<file path="src/rtl/seqdet_stream_ctrl.sv">
// Streams a captured word bit-serially into a sequence detector, with a flush phase first.
// Counts detector hits and records the stream index of the first hit.
module seqdet_stream_ctrl #(
    parameter int DATA_W    = 16,
    parameter int CNT_W     = 5,
    parameter int FLUSH_CYC = 2,
    parameter int DET_LAT   = 1
) (
    input  logic              clk,
    input  logic              rst,
    input  logic              start,
    input  logic [DATA_W-1:0] data_in,
    input  logic              msb_first,
    input  logic              abort,
    output logic              det_rst,
    output logic              det_ena,
    output logic              det_bit,
    input  logic              det_hit,
    output logic              busy,
    output logic              done,
    output logic [CNT_W-1:0]  hit_count,
    output logic [CNT_W-1:0]  first_hit_idx
);

    localparam int CYC_MAX = (FLUSH_CYC > DET_LAT) ? FLUSH_CYC : DET_LAT;
    localparam int CYC_W   = $clog2(CYC_MAX + 1);

    typedef enum logic [2:0] {IDLE, FLUSH, STREAM, DRAIN, DONE} state_t;

    state_t            state;
    logic [DATA_W-1:0] shreg;
    logic              order_msb;
    logic [CNT_W-1:0]  bit_idx;
    logic [CYC_W-1:0]  cyc_cnt;
    logic              hit_vld_p [DET_LAT];
    logic [CNT_W-1:0]  hit_idx_p [DET_LAT];
    logic              job_kill;

    function automatic logic head_bit(input logic [DATA_W-1:0] w, input logic msb);
        return msb ? w[DATA_W-1] : w[0];
    endfunction

    function automatic logic [DATA_W-1:0] shift_word(input logic [DATA_W-1:0] w, input logic msb);
        return msb ? {w[DATA_W-2:0], 1'b0} : {1'b0, w[DATA_W-1:1]};
    endfunction

    assign job_kill = abort && (state != IDLE);

    always_ff @(posedge clk) begin
        if (rst) begin
            state         <= IDLE;
            shreg         <= '0;
            order_msb     <= 1'b0;
            bit_idx       <= '0;
            cyc_cnt       <= '0;
            det_rst       <= 1'b0;
            det_ena       <= 1'b0;
            det_bit       <= 1'b0;
            busy          <= 1'b0;
            done          <= 1'b0;
            hit_count     <= '0;
            first_hit_idx <= '1;
        end else begin
            done <= 1'b0;
            // The hit seen on the abort edge still belongs to a bit already sent, so it is kept.
            if (hit_vld_p[DET_LAT-1] && det_hit) begin
                hit_count <= hit_count + 1'b1;
                if (hit_count == '0)
                    first_hit_idx <= hit_idx_p[DET_LAT-1];
            end
            if (job_kill) begin
                state   <= IDLE;
                det_rst <= 1'b0;
                det_ena <= 1'b0;
                det_bit <= 1'b0;
                busy    <= 1'b0;
            end else begin
                case (state)
                    IDLE: begin
                        if (start && !abort) begin
                            shreg         <= data_in;
                            order_msb     <= msb_first;
                            hit_count     <= '0;
                            first_hit_idx <= '1;
                            cyc_cnt       <= '0;
                            det_rst       <= 1'b1;
                            busy          <= 1'b1;
                            state         <= FLUSH;
                        end
                    end
                    FLUSH: begin
                        if (cyc_cnt == CYC_W'(FLUSH_CYC - 1)) begin
                            det_rst <= 1'b0;
                            det_ena <= 1'b1;
                            det_bit <= head_bit(shreg, order_msb);
                            shreg   <= shift_word(shreg, order_msb);
                            bit_idx <= '0;
                            state   <= STREAM;
                        end else begin
                            cyc_cnt <= cyc_cnt + 1'b1;
                        end
                    end
                    STREAM: begin
                        if (bit_idx == CNT_W'(DATA_W - 1)) begin
                            det_ena <= 1'b0;
                            det_bit <= 1'b0;
                            cyc_cnt <= '0;
                            state   <= DRAIN;
                        end else begin
                            det_bit <= head_bit(shreg, order_msb);
                            shreg   <= shift_word(shreg, order_msb);
                            bit_idx <= bit_idx + 1'b1;
                        end
                    end
                    DRAIN: begin
                        if (cyc_cnt == CYC_W'(DET_LAT - 1)) begin
                            done  <= 1'b1;
                            state <= DONE;
                        end else begin
                            cyc_cnt <= cyc_cnt + 1'b1;
                        end
                    end
                    DONE: begin
                        busy  <= 1'b0;
                        state <= IDLE;
                    end
                    default: state <= IDLE;
                endcase
            end
        end
    end

    // Pipe stage 0 tags the bit currently on det_bit; the last stage lines up with det_hit.
    always_ff @(posedge clk) begin
        if (rst || job_kill) begin
            for (int i = 0; i < DET_LAT; i++) begin
                hit_vld_p[i] <= 1'b0;
                hit_idx_p[i] <= '0;
            end
        end else begin
            hit_vld_p[0] <= (state == STREAM);
            hit_idx_p[0] <= bit_idx;
            for (int i = 1; i < DET_LAT; i++) begin
                hit_vld_p[i] <= hit_vld_p[i-1];
                hit_idx_p[i] <= hit_idx_p[i-1];
            end
        end
    end

endmodule

</file>
<file path="config.mk">
export PLATFORM = sky130hd
export DESIGN_NAME = seqdet_stream_ctrl
export DESIGN_NICKNAME = d
export VERILOG_FILES = /design/src/rtl/seqdet_stream_ctrl.sv
export SDC_FILE = /design/constraint.sdc
export NUM_CORES = 1
export LEC_CHECK = 0
export ABC_AREA = 1
export CAP_MARGIN = 20
export CORE_MARGIN = 1
export CORE_UTILIZATION = 25
export CTS_BUF_LIST = sky130_fd_sc_hd__clkbuf_4 sky130_fd_sc_hd__clkbuf_8 sky130_fd_sc_hd__clkbuf_16
export DETAILED_ROUTE_END_ITERATION = 12
export PLACE_DENSITY = 0.51
export SYNTH_ARGS = -nofsm -noshare
export SYNTH_HDL_FRONTEND = slang
export SYNTH_SLANG_ARGS = --single-unit
</file>
<file path="constraint.sdc">
create_clock -name clk -period 1.6 [get_ports clk]
set_input_delay 0.4 -clock clk [delete_from_list [all_inputs] [get_ports clk]]
set_output_delay 0.4 -clock clk [all_outputs]
set_load 0.02 [all_outputs]
</file>
; ---- Yosys cells after proc, flatten, opt, wreduce, memory -nomap -nowiden
; Memory sizes are Yosys's and may differ from the RTL's.
; Cells that the tools add are included.
[totals]
ff_bits = 42
mem_bits_rw = 6
inputBits = 22
out_inout_bits = 15
elab_cells = 105
memories = 2
[op_classes]
n_addsub = 3
eq_ne = 13
n_mux = 46
bitwise = 2
reduce_logical = 27
[mem_list]
columns = name, words, width, read_ports, rd_clocked_by_memory_dff, write_ports, line_no
row1 = hit_idx_p, 1, 5, 1, 0, 1, 36  ; logic [CNT_W-1:0] hit_idx_p [DET_LAT];
row2 = hit_vld_p, 1, 1, 1, 0, 1, 35  ; logic hit_vld_p [DET_LAT];
[ops]
columns = operator, count
row1 = $mux 16, 4
row2 = $mux 5, 12
row3 = $pmux 16 s3, 1
row4 = $mux 1, 14
row5 = $ne 2x2->1 const B, 7
row6 = $mux 3, 4
row7 = $pmux 3 s4, 1
row8 = $add 5x1->5 const B, 2
row9 = $pmux 5 s2, 1
row10 = $reduce_and 3->1, 3
row11 = $mux 2, 4
row12 = $pmux 1 s2, 4
row13 = $pmux 2 s4, 1
row14 = $reduce_and 4->1, 2
row15 = $eq 3x2->1 const B, 2
row16 = $reduce_and 6->1, 1
row17 = $reduce_bool 2->1, 3
row18 = $reduce_bool 3->1, 2
row19 = $eq 5x4->1 const B, 1
row20 = $logic_not 5->1, 1
row21 = $reduce_and 5->1, 1
row22 = $reduce_or 5->1, 1
row23 = $reduce_and 2->1, 2
row24 = $reduce_bool 4->1, 1
row25 = 13 further kinds, 16

; ---- Depth between registers and ports, before layout
[logic_depth]
word_depth = 6
depth_mapped = 11
depth_no_buf = 11

; ---- Worst setup path after synthesis
; Ideal clock, no wire load.
[synth_path]
path_type = register to register
startpoint = register bit_idx[0]
endpoint = register shreg[12]
setup_time_ns = 0.113
t_arrival_ns = 1.454
required_time_ns = 1.487
path_slack_ns = 0.033
path_stages_with_launch = 12
path_buffers = 1
period_less_slack_ns = 1.567
path_cell_list = dfxtp_1 -> ha_1 -> nand2_1 -> nor2_1 -> ha_1 -> nand3_2 -> nand3_2 -> nor2_4 -> buf_6 -> nand2_1 -> nand2_1 -> nor2_1
[synth_via]
elab_chain_len = 3
[synth_lines]
columns = element, line_no
row1 = "start, declared", 33  ; logic [CNT_W-1:0] bit_idx;
row2 = "start signal, assigned", 112  ; bit_idx <= bit_idx + 1'b1;
row3 = $eq 5x4->1, 104  ; if (bit_idx == CNT_W'(DATA_W - 1)) begin
row4 = $ne 2x2->1 (no line), n/a
row5 = $reduce_and 5->1 (no line), n/a
row6 = "end signal, assigned", 81  ; shreg <= data_in;
row7 = "end signal, assigned", 96  ; shreg <= shift_word(shreg, order_msb);
row8 = "end signal, assigned", 111  ; shreg <= shift_word(shreg, order_msb);
row9 = "end, declared", 31  ; logic [DATA_W-1:0] shreg;
; Every way passes these cells.
; A chain may end at the register's enable or synchronous reset.

; ---- Worst setup path after layout
[layout_path]
startpoint = register bit_idx[0]
endpoint = register shreg[6]
; The elaborated chain is that of the path after synthesis.

==> metrics <==
DIE HEIGHT=103.1 um; GR Util All Layers=11.50%; Min-Delay Path Depth=2; Total Wirelength=approximately 5.6 mm; Worst Skew=0.006399 ns; port bufs=36; worst endpoint required time=between 1.5 and 2 ns; clk buf depth=2; Final ANT Viol Nets=0; Synth cell types=27; Post-Synthesis Cells=387; GP Congestion=0.7458; Setup Crit Path Kind=reg -> reg; root buffer cell=clkbuf_8; final hold violations=0; Fmax=roughly 0.65 GHz; drt pass-1 iters=4; R2R depth=11; Async SR Flop Fraction=0%; pwr/cell area=1211 nW/um2; arrival time of the worst setup path=between 1.5 and 2 ns; die footprint=10640 um2; number of global-route vias before repair=2256; cell taking the most area after synthesis=dfxtp_1; worst r2r dst=shreg[6]; top-area cell type share of the netlist area=37.57%; hpwl dp=4.182 mm; Seq/Total Area, Yosys=37.57%; Setup WS post-layout=between 0.06 and 0.07 ns; EDFF count, synth=0; pre-CTS setup slack=-0.1622 ns; pin count of the biggest net entering global routing=33; crit end category=register; Syn Nets=~420; Worst-path clk slew=0.10 ns; Nets=467; Placeable Area=9864 um2; worst skew pair latency=slightly above 0.3 ns; synth top area cells=dfxtp_1 (38%), nand2_1 (16%), nor2_1 (7.9%), inv_1 (7.2%), nand3_1 (7.0%); Max VDD drop=between 0.4 and 0.5 mV; MaxCap Viol Count=0; count leader, synth=nand2_1; vias after detailed routing=2368; Syn-to-layout area delta=32.14%; layout cells sized above 1=15.45%; Ys Warns=0; CTS HTree Levels=2; first-pass GRT wire length=9.625 mm; CTS buffer count=5; clk sinks=48; Mapped Avg Cell Area=6.608 um2; final period utilization=roughly 96%; Die Wd=103.1 um; WHS=0.4477 ns; ys flop type=dfxtp_1; min-delay src=hit_idx_p[0][4]; Tot Pwr=4.094 mW; Starting DRT DRC Count=78; crit path max fanout=32; reg2reg setup slack=0.06 ns; Hold EP=first_hit_idx[4]; Tmin final=between 1.5 and 2 ns; routed vias/inst=4.133; remaining global-route overflow=0; Leakage=approximately 1.5 nW; fin util=around a third; relative slew slack=74.36%; RSZ-0062 raised after global routing=yes; top post-synthesis cells by count=nand2_1 (110), nor2_1 (54), inv_1 (49); post-synthesis cell area=2557 um2; initial core utilization=25.93%; Worst-Margin Slew=0.3841 ns; worst hold path type=reg -> reg; status=finished clean; io pins=37; final setup vio count=0; max-slew violations=0; DP Area=3176 um2; Setup crit start kind=register; final instance area=about 3400 um2; antenna violations before repair=0; Yosys reg bits=48; DRC errors left=0; Rows=36; WL per Instance=9.852 um; Critical R2R Launch=bit_idx[0]; # diodes=0; TritonCTS clock tree=built
cells in the final DEF (no fill, tap or decap), types with 2 or more instances in the layout:
cell type / Yosys / routed
a21oi_1: 16 / 15
buf_12: 0 / 2
buf_4: 2 / 22
clkbuf_8: 0 / 5
clkdlybuf4s50_1: 0 / 21
dfxtp_1: 48 / 44
dfxtp_2: 0 / 4
dlygate4sd2_1: 0 / 15
ha_1: 6 / 4
ha_4: 0 / 2
inv_1: 49 / 48
inv_2: 4 / 5
nand2_1: 110 / 108
nand2_2: 5 / 5
nand2_4: 2 / 4
nand3_1: 36 / 33
nand3_2: 4 / 6
nand3b_1: 3 / 3
nand4_1: 3 / 3
nor2_1: 54 / 51
nor2_4: 3 / 5
nor3_1: 3 / 3
o21ai_0: 18 / 17
o21ai_1: 3 / 3
registers in the layout, indices dropped and copies added (netlist names), 2 cells and up:
register / flops
hit_idx_p: 5
shreg: 16
state: 3
hit_count: 5
cyc_cnt: 2
bit_idx: 5
first_hit_idx: 5
stage by stage:
step	setup TNS, ns	std cells
after floorplan	0	387
after global placement	-3.664	564
after detailed placement	-3.792	564
after CTS	0	573
after global routing	-0.2938	573
final	0	573
power by group:
part / switching [mW] / internal (mW) / leakage, nW
combinational: 0.939 / 0.669 / 1.10
sequential: 0.169 / 1.41 / 0.393
clock: 0.440 / 0.471 / 0.0548
total: 1.55 / 2.55 / 1.54
worst max-delay path: stages, from the launching register on:
cell     delay (ns)
dfxtp_2        0.35
ha_4           0.17
nand2_4        0.08
nor2_4         0.04
ha_4           0.16
nand3_2        0.08
nand3_2        0.08
nor2_4         0.11
buf_12         0.18
nand2_1        0.08
nand2_1        0.06
nor2_1         0.04
routing by layer:
metal,vias to the layer above,track usage [%],share of wire [%]
li1,1303,-,-
met1,1019,14.00,50
met2,39,20.21,46
met3,7,2.644,3.3
met4,0,3.250,1.2
met5,-,0,0
what timing repair did:
action                     4_1_cts  5_1_grt
setup buffers                    1        0
gates resized for setup         26       15
hold buffers                     0        0
setup endpoints to repair       38       26
pin swaps                        2        6
final cells by class:
| cell class | count | area [um2] |
|---|---|---|
| tap | 133 | 166.4 |
| inverter | 53 | 198.9 |
| fill | 1091 | 6485 |
| sequential | 48 | 965.9 |
| multi-input combinational | 271 | 1386 |
| clock inverter | 3 | 46.29 |
| clock buffer | 5 | 68.82 |
| timing repair buffer | 60 | 546.8 |
worst max-delay path by stage:
stage | startpoint | end | slack [ns] | cells after the start
after floorplan | bit_idx[0] | shreg[12] | 0.03 | 11
after global placement | abort | shreg[0] | -0.14 | 10
after detailed placement | abort | shreg[0] | -0.16 | 10
after CTS | bit_idx[0] | shreg[0] | 0.005 | 11
after global routing | bit_idx[0] | shreg[10] | -0.04 | 11
final | bit_idx[0] | shreg[6] | 0.06 | 11
logic make-up (layout without fill, tap and decap cells):
logic type / Yosys count / count (layout) / synth area share [%]
flops: 48 / 48 / 37.57
simple gates: 224 / 224 / 39.09
compound gates: 40 / 40 / 8.122
fa+ha+maj: 6 / 6 / 2.935
buf+inv: 68 / 121 / 11.94
xor+xnor: 1 / 1 / 0.3425
No activity file was read; power rests on OpenSTA's default activity.
==> edit 1: new RTL, same flow settings <==
Change the parameter `DATA_W` from 16 to 12.
--- a/src/rtl/seqdet_stream_ctrl.sv
+++ b/src/rtl/seqdet_stream_ctrl.sv
@@ -1,7 +1,7 @@
 // Streams a captured word bit-serially into a sequence detector, with a flush phase first.
 // Counts detector hits and records the stream index of the first hit.
 module seqdet_stream_ctrl #(
-    parameter int DATA_W    = 16,
+    parameter int DATA_W    = 12,
     parameter int CNT_W     = 5,
     parameter int FLUSH_CYC = 2,
     parameter int DET_LAT   = 1
Ports: changed (resized data_in); port bits go from 37 to 33. The function was not compared with the original's and may differ.
==> edit 1 against the original RTL <==
  * Power up 11%
  * Final area decreased by 13%
  * Critical path depth down 3
  * Worst hold slack better by 0.63 ps
  * Sequential cell count fell by 4
  * Setup slack better by 32 ps
  * Global-route usage down 0.29 points
  * Via count fell by 9.1%
  * Count of clock-buffer cells in the layout stayed put
  * Wire length fell by 6.2%
  * Area after synthesis is 11% lower
==> edit 1: results (changes against the original RTL) <==
=================================================================================================
Logic depth of the worst register-to-register path                                              8   -3
Critical-path maximum fanout                                                                    8   -75%
Dpl cell area                                                                            2790 µm²   -12%
Top FF cell, synth                                                                   sky130_fd_sc_hd__dfxtp_1
Post-synthesis adder-cell area fraction                                                    2.764%   -0.17 points
Cell count of the worst hold path                                                               2   unchanged
Slew of the pin with the lowest slew margin                                              376.5 ps   -7.622 ps
Placed Cells incl. Taps                                                                       486   -14%
Peak supply drop                                                                        0.5631 mV   +25%
Xor/xnor cell area share of the yosys netlist                                              1.935%   +1.6 points
Number of port buffers                                                                         32   -11%
Mean area per synthesized cell                                                          6.716 µm²   +1.6%
Vias in the first global route                                                               1967   -13%
Classification of the worst-slack hold path                                            reg -> reg
Total of fill cells in the finished design                                                    972   -11%
Complex-gate fraction of the synthesized area                                              7.905%   -0.22 points
Drt first pass iters                                                                            4   unchanged
Antenna diode count                                                                             0   unchanged
Worst Clk Skew                                                                           13.63 ps   +7.232 ps
Synth cell count leaders                                                             sky130_fd_sc_hd__nand2_1, sky130_fd_sc_hd__nor2_1, sky130_fd_sc_hd__dfxtp_1, sky130_fd_sc_hd__inv_1, sky130_fd_sc_hd__nand3_1
Number of distinct library cell variants in the gate-level netlist after synthesis             29   +7.4%
CTS H-tree depth                                                                                2   unchanged
Placed wire-length estimate after detailed placement                                      3758 µm   -10%
Detailed router's first-iteration violation count                                              54   -31%
Leakage dissipation                                                                      1.339 nW   -13%
Register with the most flip-flops                                                           shreg
Total GRT Usage                                                                            11.21%   -0.29 points
Root buffer cell                                                                     sky130_fd_sc_hd__clkbuf_8
CTS buffer count                                                                                5   unchanged
Fraction of layout cells with a size suffix above 1                                        14.03%   -1.4 points
Number of vias per cell                                                                     4.306   +4.2%
Top area cells in the synthesized netlist                                            sky130_fd_sc_hd__dfxtp_1, sky130_fd_sc_hd__nand2_1, sky130_fd_sc_hd__nor2_1, sky130_fd_sc_hd__inv_1, sky130_fd_sc_hd__nand3_1
Share of flip-flops with an asynchronous set or reset after synthesis                          0%   unchanged
Pin count of the biggest net entering global routing                                           25   -24%
Clock-pin transition on the worst setup and hold timing paths                               90 ps
Final WL                                                                                  5297 µm   -6.2%
Final Wtd Congestion                                                                       0.7941   +6.5%
Post-layout net count                                                                         414   -11%
Syn. warnings                                                                                   0   unchanged
Sequential area share after synthesis                                                      38.92%   +1.3 points
Number of antenna violations at the first check in global routing                               0   unchanged
Setup Slack @ Placement                                                                 -242.2 ps   -80.04 ps
DR WL/cell                                                                               10.59 µm   +7.5%
Flip-flop count of the largest register, all copies and words added                            12   -4
Global-route wire length before repair                                                    8763 µm   -9.0%
Share of synthesized area spent on multiplexers                                                0%   unchanged
Post-synth net total                                                                          360   -13%
Worst-case clock buffer depth                                                                   2   unchanged
Result of the run                                                                    complete, no violations
Worst-Skew Late Latency                                                                    310 ps   about the same
=================================================================================================
## edit 1: changes by cell type after synthesis, sizes merged, moves of 4 or more
cell and change:
nand2 -15, inv -9, nand3 -7, nor2 -6, dfxtp -4, o21ai -4
## edit 1: cells by family (layout without fill, tap and decap cells)
group | Yosys count | in the layout
AND/OR/NAND/NOR | 193 | 195
XOR/XNOR | 5 | 5
AO/OA/AOI/OAI | 35 | 35
buffers and inverters | 55 | 108
flip-flops | 44 | 44
adder cells (fa/ha/maj) | 5 | 5
## edit 1: cell type report
| type | instances | area (µm²) | area share, % |
|---|---|---|---|
| clock buffers | 5 | 68.82 | 2.331 |
| clock inverters | 3 | 18.77 | 0.6356 |
| inverters | 44 | 165.2 | 5.593 |
| multi-input cells | 240 | 1186 | 40.17 |
| flip-flops and latches | 44 | 884.6 | 29.96 |
| well taps | 108 | 135.1 | 4.576 |
| repair buffers | 56 | 494.2 | 16.74 |
## edit 1: repair_timing
| action | 4_1_cts | 5_1_grt |
|---|---|---|
| gates cloned | 0 | 2 |
| resized for setup | 15 | 8 |
| hold buffers | 0 | 0 |
| endpoints found under the setup margin | 15 | 13 |
| buffers inserted | 0 | 4 |
| pin swaps | 0 | 5 |
## edit 1: worst paths after layout
check	start	end	slack, ps
setup / recovery	state[0]	shreg[3]	100
hold / removal	hit_idx_p[0][4]	first_hit_idx[4]	450
setup reg to reg	state[0]	shreg[3]	100
hold reg to reg	hit_idx_p[0][4]	first_hit_idx[4]	450
## edit 1: worst max-delay path, cell delays in order, from the launching register on
cell and delay, ps:
sky130_fd_sc_hd__dfxtp_1 420, sky130_fd_sc_hd__nor2_4 190, sky130_fd_sc_hd__nand2_1 110, sky130_fd_sc_hd__nand2_2 120, sky130_fd_sc_hd__nand3_4 150, sky130_fd_sc_hd__nor2_4 150
sky130_fd_sc_hd__buf_4 150, sky130_fd_sc_hd__nor2_1 40, sky130_fd_sc_hd__nor2_1 110
## edit 1: report_power, final
| group | leakage (nW) | switching [mW] | total [mW] | internal (mW) |
|---|---|---|---|---|
| registers | 0.360 | 0.171 | 1.47 | 1.30 |
| clock network | 0.0479 | 0.397 | 0.702 | 0.305 |
| logic | 0.931 | 1.41 | 2.35 | 0.940 |
## edit 1: per-layer routing
metal,global-route usage [%],routed length (µm),vias to the layer above
met5,0,0,-
met4,3.100,57,0
met3,2.446,224,7
met2,18.91,2432,49
met1,14.34,2582,938
li1,-,-,1159
==> edit 2: new RTL, same flow settings <==
Made on the original files. The 5 states of `state_t` get a Gray code encoding in 3 bits.
--- a/src/rtl/seqdet_stream_ctrl.sv
+++ b/src/rtl/seqdet_stream_ctrl.sv
@@ -25,7 +25,7 @@
     localparam int CYC_MAX = (FLUSH_CYC > DET_LAT) ? FLUSH_CYC : DET_LAT;
     localparam int CYC_W   = $clog2(CYC_MAX + 1);
 
-    typedef enum logic [2:0] {IDLE, FLUSH, STREAM, DRAIN, DONE} state_t;
+    typedef enum logic [2:0] {IDLE = 3'b000, FLUSH = 3'b001, STREAM = 3'b011, DRAIN = 3'b010, DONE = 3'b110} state_t;
 
     state_t            state;
     logic [DATA_W-1:0] shreg;
Function: same outputs for any inputs over 10 cycles, from zero or initial values and one cycle with rst high; not proved beyond that.
==> edit 2 against the original RTL <==
  * Power up 21%
  * Clock power is 4.3% higher
  * Final area is 2.1% higher
  * Critical path depth is the same
  * Die area shrank 2.5%
  * Area after synthesis is 2.5% lower
  * Setup slack worse by 2.8 ps
  * Sequential share of layout area shrank 0.66 points
  * Sequential cell count is the same
  * Wire length rose by 5.7%
==> edit 2: results (changes against the original RTL) <==
==================================================================================
Result of the run                                                     complete, no violations
Flip-flop count of the largest register, all copies and words added             16   unchanged
Vias in the first global route                                                2252   -0.18%
Detailed router's first-iteration violation count                               83   +6.4%
Total routed wire length on the met1 layer                                 2973 µm   +5.5%
Post-CTS sizing                                                                 16   -38%
Leakage dissipation                                                       1.569 nW   +1.6%
Synth cell count leaders                                              sky130_fd_sc_hd__nand2_1, sky130_fd_sc_hd__nor2_1, sky130_fd_sc_hd__dfxtp_1, sky130_fd_sc_hd__inv_1, sky130_fd_sc_hd__nand3_1
Synthesized instance count                                                     385   -0.52%
Worst slew margin relative to its limit                                     76.90%   +2.5 points
Final WL                                                                   5967 µm   +5.7%
Classification of the worst-slack hold path                             reg -> reg
Logic depth of the worst register-to-register path                              11   unchanged
Placed Cells incl. Taps                                                        563   -0.18%
Critical-path maximum fanout                                                     4   -88%
Drt first pass iters                                                             4   unchanged
Count of hold-fix buffers inserted at cts                                        0   unchanged
Highest routing layer actually used                                           met4
Sequential Power Share                                                       33.3%   -5.2 points
Pin count of the biggest net entering global routing                            33   unchanged
Worst-Skew Late Latency                                                     310 ps   about the same
Met3 usage in global routing                                                2.531%   -0.11 points
Total GRT Usage                                                             12.08%   +0.58 points
Post-layout net count                                                          468   +0.21%
Critical path's largest stage delay                                         370 ps   +20 ps
Number of vias per cell                                                      4.183   +1.2%
Data arrival time at the worst-slack endpoint                              1750 ps   about the same
Final Wtd Congestion                                                        0.8368   +12%
Post-synth net total                                                           413   -0.48%
Switching share of power                                                    40.51%   +2.7 points
Vias                                                                          2401   +1.4%
Global routing met2 resource utilization                                    20.89%   +0.69 points
Slowest stage cell, crit path                                         sky130_fd_sc_hd__dfxtp_2
Routed met2 length                                                         2733 µm   +6.3%
Dpl cell area                                                             3144 µm²   -0.99%
Relative contribution of the clock network to total power                    19.2%   -3.0 points
Antenna diode count                                                              0   unchanged
Fraction of layout cells with a size suffix above 1                         18.59%   +3.1 points
Remaining Overflow, GRT                                                          0   unchanged
GR met1 Demand/Resource                                                     15.18%   +1.2 points
Dominant cell type by area after synthesis                            sky130_fd_sc_hd__dfxtp_1
Top area cells in the synthesized netlist                             sky130_fd_sc_hd__dfxtp_1, sky130_fd_sc_hd__nand2_1, sky130_fd_sc_hd__nor2_1, sky130_fd_sc_hd__inv_1, sky130_fd_sc_hd__nand3_1
Share of the synthesized area in the top cell type                          38.55%   +0.98 points
Worst Clk Skew                                                            8.125 ps   +1.726 ps
Total of fill cells in the finished design                                    1100   +0.82%
Worst-case clock buffer depth                                                    2   unchanged
Global-route wire length before repair                                    10010 µm   +4.0%
WL met3                                                                     198 µm   +5.3%
Peak supply drop                                                         0.6198 mV   +38%
Syn. warnings                                                                    0   unchanged
Placed wire-length estimate after detailed placement                       4023 µm   -3.8%
Sequential area share after synthesis                                       38.55%   +0.98 points
Setup Slack @ Placement                                                  -176.6 ps   -14.37 ps
==================================================================================
[edit 2: cell types whose count changed after synthesis, moves of 2 or more]
cell	before	now
sky130_fd_sc_hd__nor2_2	0	3
sky130_fd_sc_hd__nand3_1	36	30
sky130_fd_sc_hd__inv_1	49	41
sky130_fd_sc_hd__nand3b_1	3	0
sky130_fd_sc_hd__buf_6	5	2
sky130_fd_sc_hd__o21ai_0	18	13
sky130_fd_sc_hd__a21oi_1	16	29
sky130_fd_sc_hd__nor2_1	54	74
sky130_fd_sc_hd__nand2_1	110	103
sky130_fd_sc_hd__o21ai_1	3	0
sky130_fd_sc_hd__nand3_2	4	2
[edit 2: cell type report]
cell class                 count  area (µm²)  area share (%)
inverter                      45       171.4           4.967
clock buffer                   6       82.58           2.393
sequential                    48       963.4           27.92
timing repair buffer          61       600.6           17.40
clock inverter                 2       38.79           1.124
multi-input combinational    279        1428           41.37
tap                          133       166.4           4.822
[edit 2: worst paths after layout]
kind / startpoint / to / slack (ps)
max: bit_idx[1] / cyc_cnt[1] / 60
min reg2reg: hit_idx_p[0][1] / first_hit_idx[1] / 450
min: hit_idx_p[0][1] / first_hit_idx[1] / 450
max reg2reg: bit_idx[1] / cyc_cnt[1] / 60
[edit 2: metrics by stage]
stage / power [mW] / utilization (%)
floorplan: 3.113 / -
global placement: 3.656 / 32.32
detailed placement: 3.673 / 32.32
CTS: 4.703 / 33.60
global route: 5.369 / 35.47
finish: 4.937 / 35.47
[edit 2: cells by family (layout without fill, tap and decap cells)]
logic type      Yosys count  count (layout)  share of synthesized area, %
compound gates           45              45                         9.287
buf+inv                  58             114                         9.889
flops                    48              48                         38.55
xor+xnor                  1               1                        0.3515
simple gates            227             227                         38.91
fa+ha+maj                 6               6                         3.012
